`config.mk`:
```
export PLATFORM = sky130hd
export DESIGN_NAME = polygon_dispatch
export DESIGN_NICKNAME = d
export VERILOG_FILES = /design/src/rtl/geo_pkg.sv /design/src/rtl/polygon_hit_collector.sv /design/src/rtl/polygon_dispatch.sv
export SDC_FILE = /design/constraint.sdc
export NUM_CORES = 1
export LEC_CHECK = 0
export ABC_AREA = 1
export ABC_CLOCK_PERIOD_IN_PS = 2450
export CORE_ASPECT_RATIO = 1.2
export CORE_MARGIN = 4
export CORE_UTILIZATION = 50
export DETAILED_ROUTE_END_ITERATION = 12
export PLACE_DENSITY = 0.86
export SYNTH_ARGS = -nofsm -noshare
export SYNTH_HDL_FRONTEND = slang
export SYNTH_SLANG_ARGS = --single-unit
```
`constraint.sdc`:
```
create_clock -name clk -period 2.45 [get_ports clk]
set_input_delay 0.245 -clock clk [delete_from_list [all_inputs] [get_ports clk]]
set_output_delay 0.245 -clock clk [all_outputs]
set_load 0.03 [all_outputs]
```
`src/rtl/geo_pkg.sv`:
```
// Shared definitions for the geometric-forms dispatch path: latencies,
// polygon memory entry layout and dispatcher FSM encoding.
package geo_pkg;

    localparam int unsigned PIPE_LATENCY = 3;
    localparam int unsigned RES_W        = 4;
    localparam logic [RES_W-1:0] HIT_MASK = 4'hF;

    localparam int unsigned COORD_W = 10;
    localparam int unsigned REF_W   = 9;
    localparam int unsigned COLOR_W = 9;
    localparam int unsigned MULT_W  = 4;
    localparam int unsigned ENTRY_W = 33;

    localparam int unsigned VALID_B   = 32;
    localparam int unsigned FORM_B    = 31;
    localparam int unsigned MULT_LSB  = 27;
    localparam int unsigned COLOR_LSB = 18;
    localparam int unsigned REFY_LSB  = 9;
    localparam int unsigned REFX_LSB  = 0;

    typedef enum logic [1:0] {
        IDLE  = 2'd0,
        FETCH = 2'd1,
        DRAIN = 2'd2,
        DONE  = 2'd3
    } state_t;

    typedef struct packed {
        logic               valid;
        logic               form;
        logic [MULT_W-1:0]  mult;
        logic [COLOR_W-1:0] color;
        logic [REF_W-1:0]   ref_y;
        logic [REF_W-1:0]   ref_x;
    } poly_entry_t;

    // Split a raw memory word into its named fields.
    function automatic poly_entry_t unpack_entry(input logic [ENTRY_W-1:0] raw);
        poly_entry_t e;
        e.valid = raw[VALID_B];
        e.form  = raw[FORM_B];
        e.mult  = raw[MULT_LSB  +: MULT_W];
        e.color = raw[COLOR_LSB +: COLOR_W];
        e.ref_y = raw[REFY_LSB  +: REF_W];
        e.ref_x = raw[REFX_LSB  +: REF_W];
        return e;
    endfunction

endpackage

```
`src/rtl/polygon_hit_collector.sv`:
```
// First-hit latch for pipeline results; selects the winning colour or the
// background. A hit in the current cycle is forwarded so the last slot counts.
module polygon_hit_collector
    import geo_pkg::*;
(
    input  logic               clk,
    input  logic               reset,
    input  logic               clear,
    input  logic               active,
    input  logic [RES_W-1:0]   res_reg,
    input  logic [COLOR_W-1:0] res_color,
    input  logic               res_bubble,
    input  logic [COLOR_W-1:0] bg_color,
    output logic [COLOR_W-1:0] color_sel_c
);

    logic               hit_q;
    logic [COLOR_W-1:0] color_q;
    logic               hit_now_c;

    assign hit_now_c = active && !res_bubble && (res_reg == HIT_MASK);

    // Only the first hit is kept, so the lowest polygon index wins.
    always_ff @(posedge clk or negedge reset) begin
        if (!reset) begin
            hit_q   <= 1'b0;
            color_q <= '0;
        end else if (clear) begin
            hit_q   <= 1'b0;
            color_q <= '0;
        end else if (hit_now_c && !hit_q) begin
            hit_q   <= 1'b1;
            color_q <= res_color;
        end
    end

    always_comb begin
        color_sel_c = bg_color;
        if (hit_q) begin
            color_sel_c = color_q;
        end else if (hit_now_c) begin
            color_sel_c = res_color;
        end
    end

endmodule

```
`src/rtl/polygon_dispatch.sv`:
```
// Per-pixel polygon issuer: walks polygon memory, feeds the geometry pipeline
// one slot per cycle and reports the lowest-index hit colour.
module polygon_dispatch
    import geo_pkg::*;
#(
    parameter int unsigned N_POLY = 32,
    parameter int unsigned AW     = $clog2(N_POLY)
) (
    input  logic               clk,
    input  logic               reset,
    input  logic               pixel_start,
    input  logic [COORD_W-1:0] pixel_x,
    input  logic [COORD_W-1:0] pixel_y,
    input  logic [COLOR_W-1:0] bg_color,
    output logic               busy,
    output logic               overrun,
    output logic [AW-1:0]      mem_addr,
    input  logic [ENTRY_W-1:0] mem_rdata,
    output logic               pipe_bubble,
    output logic [COORD_W-1:0] pipe_pixel_x,
    output logic [COORD_W-1:0] pipe_pixel_y,
    output logic [REF_W-1:0]   pipe_ref_x,
    output logic [REF_W-1:0]   pipe_ref_y,
    output logic [COLOR_W-1:0] pipe_color,
    output logic [MULT_W-1:0]  pipe_mult,
    output logic               pipe_form,
    input  logic [RES_W-1:0]   res_reg,
    input  logic [COLOR_W-1:0] res_color,
    input  logic               res_bubble,
    output logic [COLOR_W-1:0] pixel_color,
    output logic               color_valid
);

    localparam int unsigned DRAIN_W = $clog2(PIPE_LATENCY + 1);

    state_t               state;
    state_t               next_state;
    logic [AW-1:0]        addr_cnt;
    logic [DRAIN_W-1:0]   drain_cnt;
    logic                 fetch_d;
    logic [COORD_W-1:0]   px_q;
    logic [COORD_W-1:0]   py_q;
    logic [COLOR_W-1:0]   bg_q;
    poly_entry_t          held_q;
    logic [COORD_W-1:0]   held_px_q;
    logic [COORD_W-1:0]   held_py_q;
    poly_entry_t          rd_entry_c;
    poly_entry_t          issue_c;
    logic [COORD_W-1:0]   issue_px_c;
    logic [COORD_W-1:0]   issue_py_c;
    logic                 start_c;
    logic                 collect_c;
    logic                 last_addr_c;
    logic                 drain_done_c;
    logic [COLOR_W-1:0]   color_sel_c;

    assign start_c      = pixel_start && (state == IDLE);
    assign collect_c    = (state == FETCH) || (state == DRAIN);
    assign last_addr_c  = (addr_cnt == AW'(N_POLY - 1));
    assign drain_done_c = (drain_cnt == DRAIN_W'(PIPE_LATENCY));
    assign rd_entry_c   = unpack_entry(mem_rdata);

    // State register.
    always_ff @(posedge clk or negedge reset) begin
        if (!reset) begin
            state <= IDLE;
        end else begin
            state <= next_state;
        end
    end

    // Next-state logic.
    always_comb begin
        next_state = state;
        case (state)
            IDLE:    if (pixel_start)  next_state = FETCH;
            FETCH:   if (last_addr_c)  next_state = DRAIN;
            DRAIN:   if (drain_done_c) next_state = DONE;
            DONE:    next_state = IDLE;
            default: next_state = IDLE;
        endcase
    end

    // Address walk and drain timer.
    always_ff @(posedge clk or negedge reset) begin
        if (!reset) begin
            addr_cnt  <= '0;
            drain_cnt <= '0;
            fetch_d   <= 1'b0;
        end else begin
            if (start_c) begin
                addr_cnt <= '0;
            end else if (state == FETCH) begin
                addr_cnt <= addr_cnt + AW'(1);
            end
            drain_cnt <= (state == DRAIN) ? drain_cnt + DRAIN_W'(1) : '0;
            fetch_d   <= (state == FETCH);
        end
    end

    // Per-pixel request capture.
    always_ff @(posedge clk or negedge reset) begin
        if (!reset) begin
            px_q <= '0;
            py_q <= '0;
            bg_q <= '0;
        end else if (start_c) begin
            px_q <= pixel_x;
            py_q <= pixel_y;
            bg_q <= bg_color;
        end
    end

    // Last issued fields, held while the pipeline input idles.
    always_ff @(posedge clk or negedge reset) begin
        if (!reset) begin
            held_q    <= '0;
            held_px_q <= '0;
            held_py_q <= '0;
        end else if (fetch_d) begin
            held_q    <= rd_entry_c;
            held_px_q <= px_q;
            held_py_q <= py_q;
        end
    end

    assign issue_c    = fetch_d ? rd_entry_c : held_q;
    assign issue_px_c = fetch_d ? px_q : held_px_q;
    assign issue_py_c = fetch_d ? py_q : held_py_q;

    assign mem_addr     = addr_cnt;
    assign pipe_bubble  = fetch_d ? ~rd_entry_c.valid : 1'b1;
    assign pipe_pixel_x = issue_px_c;
    assign pipe_pixel_y = issue_py_c;
    assign pipe_ref_x   = issue_c.ref_x;
    assign pipe_ref_y   = issue_c.ref_y;
    assign pipe_color   = issue_c.color;
    assign pipe_mult    = issue_c.mult;
    assign pipe_form    = issue_c.form;

    polygon_hit_collector u_collector (
        .clk         (clk),
        .reset       (reset),
        .clear       (start_c),
        .active      (collect_c),
        .res_reg     (res_reg),
        .res_color   (res_color),
        .res_bubble  (res_bubble),
        .bg_color    (bg_q),
        .color_sel_c (color_sel_c)
    );

    // Status and result outputs, loaded from the next state so they line up
    // with the state they describe.
    always_ff @(posedge clk or negedge reset) begin
        if (!reset) begin
            busy        <= 1'b0;
            overrun     <= 1'b0;
            pixel_color <= '0;
            color_valid <= 1'b0;
        end else begin
            busy        <= (next_state != IDLE);
            color_valid <= (next_state == DONE);
            if (pixel_start && (state != IDLE)) begin
                overrun <= 1'b1;
            end
            if (next_state == DONE) begin
                pixel_color <= color_sel_c;
            end
        end
    end

endmodule

```
==> impl_metrics.tcl, run 1 <==
set metrics [dict create \
    finalSetupTns_ps 0 \
    crit_arrival_ps 2140 \
    vias 3722 \
    ys_seq_area_share_pct 61.1 \
    final_cell_mix "nand2_1 (133), clkdlybuf4s50_1 (114), dfrtp_1 (112)" \
    seq_area_mm2 0.00283 \
    p_int_uw 6350 \
    fin_crit_sh_pct 97.2 \
    routedWlPerCell_um 17.4 \
    yosysUniqueCellTypes 27 \
    critical_path_class "register to primary output" \
    antenna_found_initial 0 \
    clk_path_buf_depth 2 \
    hold_path_class "input port to asynchronous set/reset pin" \
    vdd_drop_max_v 0.000662 \
    multi_input_area_mm2 0.00159 \
    place_congestion 0.845 \
    p_per_area_mw_per_mm2 1430 \
    die_y_um 113 \
    dr.pass1.iters 5 \
    worst_slew_pin_slew_ps 559 \
    rr_worst_depth 10 \
    grt_overflow 0 \
    grtUsageTotal_pct 22.9 \
    grt_pass1_vias 3892 \
    seq_power_share_pct 28.9 \
    nets 673 \
    root_buffer "clkbuf_8" \
    start_kind "register" \
    grt_first_pass_wirelength_um 18800 \
    hold_viol 0 \
    fin_ws_ps 69.0 \
    cts.htree.levels 4 \
    cts_setup_buffers 0 \
    ys_ff_latch 113 \
    total_power_uw 10000 \
    diodes 0 \
    rows 38 \
    slew_headroom_pct 62.7 \
    syn_nets 515 \
    fp.dieW_um 95.8 \
    path_max_fanout 27 \
    cts_tree "done" \
    maxCapViolCount 0 \
    layout-drive-gt1-share_pct 17.8 \
    finish.utilization_pct 77.5 \
    cts_sinks 113 \
    port_buffers 148 \
    post-dp-hpwl_um 7970 \
    combPwrFrac_pct 43.1 \
    fmax_ghz 0.420 \
    antenna_left 0 \
    swShare_pct 36.7 \
    synth_area_mm2 0.00463 \
    clk_pin_slew_ps 60 \
    num_io_pins 149 \
    setup_viol_count_final 0 \
    end_kind "primary output" \
    yosysWarnings 0 \
    core-area_mm2 0.00903 \
    rr_endpoint "pixel_color[6]" \
    slew_viol_final 0 \
    netSwitchingPower_uw 3680 \
    rsz0062_at_grt "false" \
    final_common_cell "nand2_1" \
    crit_path_start "fetch_d" \
    required_ps 2200 \
    syn_to_final_growth_pct 51.2 \
    r2r_slack_ps 480 \
    synth_cells 430 \
    power_frac_clock_pct 27.9 \
    via_per_inst 5.16 \
    syn_avg_cell_area_um2 10.8 \
    grt_max_degree 54 \
    clk_latency_ps 510 \
    die_area_mm2 0.0109 \
    power_leakage_uw 0.00352 \
    initial_core_util_pct 51.2 \
    first_iter_violations 184 \
    fin_worst_skew_ps 7.92 \
    numCtsBuffers 17 \
    totalWireLength_um 12500 \
    status "complete, no violations" \
    period_minus_slack_ps 2380 \
    r2r_start "state[0]" \
    nFillCells 530 \
    pre_cts_ws_ps 528 \
    drc 0 \
]
==> cells by family (layout without fill, tap and decap cells) <==
family | after synthesis | after routing | share of synthesized area (%)
AO/OA/AOI/OAI | 25 | 25 | 3.08
multiplexers | 52 | 52 | 12.6
adder cells (fa/ha/maj) | 6 | 6 | 1.62
AND/OR/NAND/NOR | 185 | 185 | 17.1
buffers and inverters | 49 | 220 | 4.49
flip-flops | 113 | 113 | 61.1
==> stage by stage <==
step	hold slack, ps	std cells	area [um2]
global route	264	721	7000
CTS	232	720	6920
floorplan	-50.6	430	4630
finish	252	721	7000
detailed placement	229	687	6240
global placement	228	687	6240
==> worst max-delay path by stage <==
stage / endpoint / slack (ps) / cells after the start
finish: pipe_color[2] / 70 / 3
detailed placement: pixel_color[6] / 530 / 9
floorplan: pixel_color[0] / 740 / 11
global route: pipe_color[2] / 30 / 3
global placement: pipe_pixel_y[8] / 570 / 3
CTS: pipe_pixel_x[1] / 0.2 / 3
==> flip-flops by register name (all words and copies together), names as in the netlist, 9 cells and up <==
register and count:
held_q 32, held_px_q 10, held_py_q 10, px_q 10
py_q 10, bg_q 9, pixel_color 9, u_collector.color_q 9
==> power groups by stage <==
stage	registers [uW]	logic (uW)	clock network (uW)
global route	2970	4590	2920
finish	2900	4330	2800
floorplan	2870	2670	0
CTS	2890	4340	2820
global placement	2850	4250	0
detailed placement	2890	4350	0
==> synthesized netlist by cell type, drive strengths merged <==
library cell,instances,area share (%)
nand2,138,12
dfrtp,113,61
mux2,52,13
inv,32,2.6
nand3,31,3.7
o21ai,18,1.9
buf,16,1.8
nor2,8,0.76
ha,6,1.6
nor3,5,0.54
a21oi,4,0.68
nand4,2,0.41
a211oi,1,0.16
a21o,1,0.16
a31oi,1,0.14
clkbuf,1,0.081
nor4,1,0.14
==> metal layers <==
metal | vias up | global-route usage (%) | routed length (um)
met5 | - | 0 | 0
met4 | 0 | 10.2 | 373
li1 | 1703 | - | -
met1 | 1786 | 26.5 | 4710
met2 | 196 | 39.4 | 6510
met3 | 37 | 5.94 | 930
==> area by class of cell <==
class | instances | share of cell area [%]
clock buffers | 22 | 6.75
clock inverters | 10 | 2.89
inverters | 32 | 1.72
multi-input cells | 268 | 22.8
flip-flops and latches | 113 | 40.4
well taps | 120 | 2.14
repair buffers | 156 | 23.3
==> critical path, cell delays in order (launching register included) <==
cell and delay, ps:
dfrtp_2 410, buf_12 210, mux2_2 380, clkdlybuf4s50_1 610
==> timing repair <==
action / 4_1_cts / 5_1_grt
endpoints found under the setup margin: 9 / 43
cloned: 0 / 1
resized for setup: 9 / 24
endpoints found under the hold margin: 34 / 0
hold buffers: 1 / 0
Note: power is estimated with default switching activity, not from simulation.
==> run 2, diff against run 1 <==
--- a/config.mk
+++ b/config.mk
@@ -10,6 +10,7 @@
 export CORE_ASPECT_RATIO = 1.2
 export CORE_MARGIN = 4
 export CORE_UTILIZATION = 50
+export CTS_CLUSTER_SIZE = 28
 export DETAILED_ROUTE_END_ITERATION = 12
 export PLACE_DENSITY = 0.86
 export SYNTH_ARGS = -nofsm -noshare
==> results of run 2 <==
The final DEF is identical to that of run 1; final timing and power are the same.
